==> config.mk <==
export PLATFORM = sky130hd
export DESIGN_NAME = video_scanout_flat
export DESIGN_NICKNAME = d
export VERILOG_FILES = /design/src/rtl/video_scanout_if.sv /design/src/rtl/video_scanout.sv /design/src/flat_wrapper.sv
export SDC_FILE = /design/constraint.sdc
export NUM_CORES = 1
export LEC_CHECK = 0
export ABC_AREA = 1
export BUFFER_PORTS_ARGS = -buffer_cell sky130_fd_sc_hd__buf_2
export CORE_UTILIZATION = 40
export CTS_CLUSTER_SIZE = 16
export DETAILED_ROUTE_END_ITERATION = 12
export GPL_ROUTABILITY_DRIVEN = 0
export SYNTH_ARGS = -nofsm -noshare
export SYNTH_HDL_FRONTEND = slang
export SYNTH_SLANG_ARGS = --single-unit
==> constraint.sdc <==
create_clock -name clk -period 1.4 [get_ports clk]
set_clock_uncertainty 0.05 [all_clocks]
set_input_delay 0.07 -clock clk [delete_from_list [all_inputs] [get_ports clk]]
set_output_delay 0.07 -clock clk [all_outputs]
set_load 0.05 [all_outputs]
==> src/rtl/video_scanout_if.sv <==
// Read-side link between video_scanout and the asyncfifo that feeds it.
// The FIFO is first-word fall-through: fifo_read_data is valid while
// fifo_can_read is high, and a pop happens on the clock edge where
// fifo_read is high.
interface video_scanout_if;
  logic        fifo_can_read;
  logic [15:0] fifo_read_data;
  logic        fifo_read;

  // Scanout side: consumes words and issues pops
  modport master (
    input  fifo_can_read,
    input  fifo_read_data,
    output fifo_read
  );

  // FIFO side: presents words and receives pops
  modport slave (
    output fifo_can_read,
    output fifo_read_data,
    input  fifo_read
  );
endinterface

==> src/rtl/video_scanout.sv <==
// Pixel-clock raster generator and FIFO consumer.
// Walks an h/v counter pair over the full raster, pops one RGB565 word per
// visible pixel and drives registered sync/active/pixel outputs one cycle
// behind the counter position. A visible pixel with no word available is
// shown as black and latches a sticky underflow flag.
module video_scanout #(
  parameter int H_ACTIVE         = 640,
  parameter int H_FRONT          = 16,
  parameter int H_SYNC           = 96,
  parameter int H_BACK           = 48,
  parameter int V_ACTIVE         = 480,
  parameter int V_FRONT          = 10,
  parameter int V_SYNC           = 2,
  parameter int V_BACK           = 33,
  parameter bit SYNC_ACTIVE_HIGH = 1'b0
) (
  input  logic                  clk,
  input  logic                  reset,
  input  logic                  enable,
  input  logic                  underflow_clear,
  video_scanout_if.master       fifo,
  output logic                  hsync,
  output logic                  vsync,
  output logic                  active,
  output logic [15:0]           pixel,
  output logic                  frame_start,
  output logic                  underflow
);

  localparam int H_TOTAL = H_ACTIVE + H_FRONT + H_SYNC + H_BACK;
  localparam int V_TOTAL = V_ACTIVE + V_FRONT + V_SYNC + V_BACK;

  // Region boundaries, sized to the 12-bit counters
  localparam logic [11:0] H_VIS_END  = 12'(H_ACTIVE);
  localparam logic [11:0] HS_START   = 12'(H_ACTIVE + H_FRONT);
  localparam logic [11:0] HS_END     = 12'(H_ACTIVE + H_FRONT + H_SYNC);
  localparam logic [11:0] H_LAST     = 12'(H_TOTAL - 1);
  localparam logic [11:0] V_VIS_END  = 12'(V_ACTIVE);
  localparam logic [11:0] VS_START   = 12'(V_ACTIVE + V_FRONT);
  localparam logic [11:0] VS_END     = 12'(V_ACTIVE + V_FRONT + V_SYNC);
  localparam logic [11:0] V_LAST     = 12'(V_TOTAL - 1);

  // Level a sync line rests at when no pulse is being driven
  localparam logic SYNC_IDLE = SYNC_ACTIVE_HIGH ? 1'b0 : 1'b1;

  typedef enum logic [1:0] {
    ST_IDLE,
    ST_WAIT,
    ST_RUN
  } state_t;

  state_t      state;
  state_t      state_next;
  logic [11:0] h;
  logic [11:0] v;

  logic running;
  logic h_last;
  logic v_last;
  logic frame_end;
  logic vis;
  logic hs_raw;
  logic vs_raw;

  assign running   = (state == ST_RUN);
  assign h_last    = (h == H_LAST);
  assign v_last    = (v == V_LAST);
  assign frame_end = running && h_last && v_last;
  assign vis       = (h < H_VIS_END) && (v < V_VIS_END);
  assign hs_raw    = (h >= HS_START) && (h < HS_END);
  assign vs_raw    = (v >= VS_START) && (v < VS_END);

  // Pop only for a visible pixel that actually has a word behind it
  assign fifo.fifo_read = running && vis && fifo.fifo_can_read;

  // State register
  always_ff @(posedge clk or posedge reset) begin
    if (reset) begin
      state <= ST_IDLE;
    end else begin
      state <= state_next;
    end
  end

  // Next state: enable only matters in IDLE/WAIT and at the end of a frame
  always_comb begin
    state_next = state;
    case (state)
      ST_IDLE: begin
        if (enable) begin
          state_next = ST_WAIT;
        end
      end
      ST_WAIT: begin
        if (!enable) begin
          state_next = ST_IDLE;
        end else if (fifo.fifo_can_read) begin
          state_next = ST_RUN;
        end
      end
      ST_RUN: begin
        if (frame_end && !enable) begin
          state_next = ST_IDLE;
        end
      end
      default: state_next = ST_IDLE;
    endcase
  end

  // Raster counters; held at the origin whenever not scanning
  always_ff @(posedge clk or posedge reset) begin
    if (reset) begin
      h <= '0;
      v <= '0;
    end else if (!running) begin
      h <= '0;
      v <= '0;
    end else if (h_last) begin
      h <= '0;
      v <= v_last ? 12'd0 : v + 12'd1;
    end else begin
      h <= h + 12'd1;
    end
  end

  // Registered video outputs, one cycle behind the counter position
  always_ff @(posedge clk or posedge reset) begin
    if (reset) begin
      hsync       <= SYNC_IDLE;
      vsync       <= SYNC_IDLE;
      active      <= 1'b0;
      pixel       <= '0;
      frame_start <= 1'b0;
    end else if (running) begin
      hsync       <= hs_raw ^ SYNC_IDLE;
      vsync       <= vs_raw ^ SYNC_IDLE;
      active      <= vis;
      pixel       <= (vis && fifo.fifo_can_read) ? fifo.fifo_read_data : 16'h0000;
      frame_start <= (h == 12'd0) && (v == 12'd0);
    end else begin
      hsync       <= SYNC_IDLE;
      vsync       <= SYNC_IDLE;
      active      <= 1'b0;
      pixel       <= '0;
      frame_start <= 1'b0;
    end
  end

  // Sticky underflow flag; a fresh underflow beats a simultaneous clear
  always_ff @(posedge clk or posedge reset) begin
    if (reset) begin
      underflow <= 1'b0;
    end else if (running && vis && !fifo.fifo_can_read) begin
      underflow <= 1'b1;
    end else if (underflow_clear) begin
      underflow <= 1'b0;
    end
  end

endmodule

==> src/flat_wrapper.sv <==
// flat-port wrapper written by rule: the top's interface ports become plain ports
module video_scanout_flat 
#(
  parameter int H_ACTIVE         = 640,
  parameter int H_FRONT          = 16,
  parameter int H_SYNC           = 96,
  parameter int H_BACK           = 48,
  parameter int V_ACTIVE         = 480,
  parameter int V_FRONT          = 10,
  parameter int V_SYNC           = 2,
  parameter int V_BACK           = 33,
  parameter bit SYNC_ACTIVE_HIGH = 1'b0
)
  (clk, reset, enable, underflow_clear, hsync, vsync, active, pixel, frame_start, underflow, fifo_fifo_can_read, fifo_fifo_read_data, fifo_fifo_read);
  video_scanout_if fifo_i ();
  input  logic clk;
  input  logic reset;
  input  logic enable;
  input  logic underflow_clear;
  output logic hsync;
  output logic vsync;
  output logic active;
  output logic [15:0] pixel;
  output logic frame_start;
  output logic underflow;
  input wire logic [$bits(fifo_i.fifo_can_read)-1:0] fifo_fifo_can_read;
  input wire logic [$bits(fifo_i.fifo_read_data)-1:0] fifo_fifo_read_data;
  output wire logic [$bits(fifo_i.fifo_read)-1:0] fifo_fifo_read;
  assign fifo_i.fifo_can_read = fifo_fifo_can_read;
  assign fifo_i.fifo_read_data = fifo_fifo_read_data;
  assign fifo_fifo_read = fifo_i.fifo_read;
  video_scanout #(.H_ACTIVE(H_ACTIVE), .H_FRONT(H_FRONT), .H_SYNC(H_SYNC), .H_BACK(H_BACK), .V_ACTIVE(V_ACTIVE), .V_FRONT(V_FRONT), .V_SYNC(V_SYNC), .V_BACK(V_BACK), .SYNC_ACTIVE_HIGH(SYNC_ACTIVE_HIGH)) u_core (.clk(clk), .reset(reset), .enable(enable), .underflow_clear(underflow_clear), .fifo(fifo_i), .hsync(hsync), .vsync(vsync), .active(active), .pixel(pixel), .frame_start(frame_start), .underflow(underflow));
endmodule
Word-level counts from Yosys, hierarchy flattened
Cells that the tools add are included.

Flip-flop bits (word level): 47. Bits in latches: 0. Memory bits (writable): 0. Memory bits (read-only): 0. Output and inout bits: 22. Logic and storage cells: 63. Memories kept: 0.

Add/sub/neg operators: 2. Multiply operators: 0. Divide/modulo/power cells: 0. $lt $le $gt $ge: 6. Equal/unequal tests: 8. Shift operators: 0. Mux-type cells: 18. Bitwise operators: 2. Reduce and logical (&&, ||, !) cells: 18.

Operators with widths (number): 12-bit two-way mux (5); 16-bit two-way mux (2); 12-bit by 1-bit adder with 12-bit output (second input constant) (2); 12-bit by 10-bit == test with 1-bit output (second input constant) (2); 12-bit zero test (2); 12-bit by 10-bit less-than comparator with 1-bit output (second input constant) (2); 12-bit by 9-bit less-than comparator with 1-bit output (second input constant) (2); 12-bit by 10-bit greater-or-equal comparator with 1-bit output (second input constant) (1); 12-bit by 9-bit greater-or-equal comparator with 1-bit output (second input constant) (1); 1-bit logical AND (11); 2-bit two-way mux (4); 1-bit two-way mux (6); 2-bit != test (second input constant) (3); 2-bit case mux with 3 select lines (1); 3-bit != test (second input constant) (1); 3-bit AND reduction (1); 2-bit by 1-bit == test with 1-bit output (second input constant) (1); 2-bit == test (second input constant) (1); 1-bit zero test (2); 2-bit zero test (1); 1-bit NOT (2); 2-bit nonzero test (1).

Logic depth before layout (Yosys ltp)
Depth after elaboration: 6. Depth in mapped cells: 9. Mapped depth without buffers: 8.

Worst setup path before layout
OpenSTA, ideal clock, no wires.

Kind: flip-flop to output port. Start point: reg u_core.h[10]. End point: out fifo_fifo_read. Arrival time: 1.400 ns. Required time: 1.280 ns. Slack: -0.120 ns. Stages on the path, launching flop included: 7. Cells stage by stage: dfrtp_1 nor2_4 nand2_2 nor3_4 nand3_4 buf_6 inv_1.

Cells in the longest elaborated chain, start to end: 4.

Ends and longest elaborated chain: start: declaration (line video_scanout.sv:54) `logic [11:0] h;`; start signal: assignment (line video_scanout.sv:122) `h <= h + 12'd1;`; 12-bit by 10-bit less-than comparator with 1-bit output (line video_scanout.sv:69) `assign vis = (h < H_VIS_END) && (v < V_VIS_END);`; 1-bit logical AND (line video_scanout.sv:69); 1-bit logical AND (2 in a row) (line video_scanout.sv:74) `assign fifo.fifo_read = running && vis && fifo.fifo_can_read;`; end: declaration (line flat_wrapper.sv:28) `output wire logic [$bits(fifo_i.fifo_read)-1:0] fifo_fifo_read;`.

No other way between the ends.

Worst setup path after layout
Start point: reg u_core.h[8]. End point: out fifo_fifo_read.

The elaborated chain is that of the path after synthesis.

==> flow_metrics.env <==
export IMPL_fin_area_mm2=0.00374
export IMPL_worst_slack_ns=-0.242
export IMPL_vias=2363
export IMPL_nets=440
export IMPL_synth_seq_cells=47
export IMPL_dieHeight_um=79.2
export IMPL_cp_data_arrival_time_ns=1.52
export IMPL_antenna_cells=0
export IMPL_synth_nets=319
export IMPL_ant_nets=0
export IMPL_status="finished, violations left"
export IMPL_grt_use_total=0.213
export IMPL_core_area_mm2=0.00564
export IMPL_cp_common_cell="inv_1"
export IMPL_cpPeakStageDelay_ns=0.45
export IMPL_clockBufferDepth=2
export IMPL_async_reset_ff_frac=1.00
export IMPL_synth_compound_area_share=0.0236
export IMPL_reg2regPathDepth=9
export IMPL_dieArea_mm2=0.00628
export IMPL_initial_utilization=0.423
export IMPL_setup_tns_ns=-2.96
export IMPL_timing_final_crit_period_ns=1.64
export IMPL_cts_buffers=5
export IMPL_numPortBuffers=42
export IMPL_clock_latency_ns=0.30
export IMPL_worstMarginPinSlew_ns=0.372
export IMPL_drv_cap=0
export IMPL_synthesis_area_mm2=0.00238
export IMPL_cts_tree="built"
export IMPL_cp_required_ns=1.28
export IMPL_layout_drive_gt1_share=0.438
export IMPL_root_buffer="clkbuf_8"
export IMPL_path_max_fanout=4
export IMPL_synthMuxAreaShare=0
export IMPL_crit_chain="inv_1 -> nand4_1 -> nand2_1 -> inv_1 -> nand3_4 -> clkinvlp_4 -> buf_8"
export IMPL_synth_edf_count=0
export IMPL_grt_pass1_wl_mm=10.3
export IMPL_finalCritPeriodShare=1.17
export IMPL_routed_wl_mm=6.50
export IMPL_maxSlewViolCount=0
export IMPL_pin_count=43
export IMPL_clkTransAtPathRegs_ns=0.09
export IMPL_syn_to_final_growth_pct=56.8
export IMPL_grt_ovfl_total=0
export IMPL_synth_top_family_by_area="simple AND/OR/NAND/NOR gates"
export IMPL_pwr_density_cell_mw_per_mm2=938
export IMPL_min_path_cells=3
export IMPL_drc=0
export IMPL_critPathCaptureType="primary output"
export IMPL_synth_area_leaders="dfrtp_1 (47%), nand2_1 (9.6%), inv_1 (8.0%)"
export IMPL_syn_inst=294
export IMPL_hold_path_class="in2reg"
export IMPL_numClockSinks=47
export IMPL_drtPass1Iterations=4
export IMPL_violations="negative setup slack"
export IMPL_placed_area_mm2=0.00293
export IMPL_yosysWarnings=0
export IMPL_max_freq_ghz=0.609
export IMPL_dp_hpwl_mm=3.91
export IMPL_antenna_found_initial=0
export IMPL_critPathLaunchType="flop"
export IMPL_grt_pass1_vias=2280
export IMPL_die_w_um=79.2
export IMPL_syn_avg_cell_area_um2=8.11
export IMPL_synth_flop_cell="dfrtp_1"
export IMPL_synth_xor_area_frac=0.0331
export IMPL_synth_simple_area_share=0.333
export IMPL_synth_top_area_frac=0.472
export IMPL_h_tree_depth=2
export IMPL_ys_seq_area_frac=0.494
export IMPL_rsz0062_at_grt="yes"
export IMPL_synth_top_area_cell="dfrtp_1"
export IMPL_vias_per_cell=4.84
export IMPL_p_leak_nw=1.93
export IMPL_ir_drop_v=0.000674
export IMPL_hold_viol=0
export IMPL_rows=27
export IMPL_synth_cell_types=29
export IMPL_path_class="reg2out"
export IMPL_grt_start_max_net_pins=48
export IMPL_slowest_stage="dfrtp_2"
export IMPL_setup_viol=36
export IMPL_slew_headroom=0.752
export IMPL_yosys_area_share_adder=0.0210
export IMPL_drt_iter0_markers=127
export IMPL_wl_per_cell_um=13.3
cell type report:
class                           count  area [um2]
Clock inverter                      2        12.5
Inverter                           51         199
Clock buffer                        6        72.6
Timing Repair Buffer              119         956
Sequential cell                    47        1180
Fill cell                         434        1900
Multi-Input combinational cell    191        1230
Tap cell                           72        90.1
worst max-delay path: cells and delay by family, from the launching register on:
family / cells / cell delay (ns)
buffers and inverters: 4 / 0.44
DFF: 1 / 0.45
and+or+nand+nor: 3 / 0.33
cells in the final DEF, fill, tap and decap left out, types with 2 or more instances in the layout:
master,Yosys,layout
nand2_1,61,53
inv_1,51,44
buf_4,0,44
dfrtp_1,45,43
buf_2,4,41
nor2_1,45,26
dlygate4sd3_1,0,19
nor2_2,0,17
nand3_2,0,14
nand3_1,30,14
nand2_2,3,10
nand4_1,10,10
xor2_1,9,9
buf_6,1,8
nor2_4,4,7
nor3_2,1,6
inv_2,0,5
clkbuf_8,0,5
nand3_4,1,3
clkinvlp_4,0,3
ha_1,4,3
buf_12,0,3
o21ai_0,2,2
nor3_1,7,2
nand3b_1,2,2
clkbuf_16,0,2
buf_8,0,2
dfrtp_2,0,2
dfstp_2,2,2
metrics by stage:
step           hold WS [ns]  cells  worst slack [ns]  power [W]  utilization
2_1_floorplan         0.107    294           -0.0246    0.00213            -
3_3_place_gp         0.0761    436           -0.0336    0.00244        0.519
3_5_place_dp         0.0754    436           -0.0817    0.00244        0.519
4_1_cts             0.00477    482            -0.204    0.00341        0.618
5_1_grt              0.0136    488            -0.308    0.00369        0.663
6_report             0.0144    488            -0.242    0.00351        0.663
registers in the layout, summed over array words and instances, names as in the netlist:
signal              flops
u_core.vsync            1
u_core.underflow        1
u_core.v               12
u_core.active           1
u_core.h               12
u_core.state            2
u_core.frame_start      1
u_core.pixel           16
u_core.hsync            1
repair_timing:
action,CTS,global route
hold buffers,19,0
hold endpoints to repair,64,0
pin swaps,19,25
gates resized for setup,34,53
endpoints found under the setup margin,29,43
gates cloned,2,1
buffers inserted,17,7
where the power goes:
group / internal (W) / leakage [nW] / switching [W] / total [W]
logic: 0.000483 / 1.29 / 0.000617 / 0.00110
clock network: 0.000350 / 0.0412 / 0.000457 / 0.000806
registers: 0.00149 / 0.599 / 0.000108 / 0.00160
Yosys cell counts, types with 2 or more instances:
| cell | instances |
|---|---|
| a21oi_1 | 2 |
| buf_2 | 4 |
| dfrtp_1 | 45 |
| dfstp_2 | 2 |
| ha_1 | 4 |
| inv_1 | 51 |
| nand2_1 | 61 |
| nand2_2 | 3 |
| nand3_1 | 30 |
| nand3b_1 | 2 |
| nand4_1 | 10 |
| nor2_1 | 45 |
| nor2_4 | 4 |
| nor3_1 | 7 |
| o21ai_0 | 2 |
| xor2_1 | 9 |
cell families (layout without fill, tap and decap cells):
kind of cell,after synthesis,count (layout)
compound gates,9,9
xor+xnor,9,9
buf+inv,57,178
simple gates,168,169
fa+ha+maj,4,4
flops,47,47
layer usage:
metal | part of all wire | global-route usage | up-vias
li1 | - | - | 1160
met1 | 0.42 | 0.277 | 1097
met2 | 0.49 | 0.344 | 84
met3 | 0.057 | 0.0425 | 22
met4 | 0.032 | 0.0927 | 0
met5 | 0 | 0 | -
path summary, 6_finish.rpt:
check	from	end	slack, ns
worst max-delay path	u_core.h[8]	fifo_fifo_read	-0.24
worst min-delay path	underflow_clear	u_core.underflow	0.01
worst max register to register	u_core.h[1]	u_core.h[8]	-0.12
worst min register to register	u_core.state[1]	u_core.state[0]	0.49
max in group asynchronous	reset	u_core.hsync	0.73
min in group asynchronous	reset	u_core.h[4]	0.29
No activity file was read; power rests on OpenSTA's default activity.
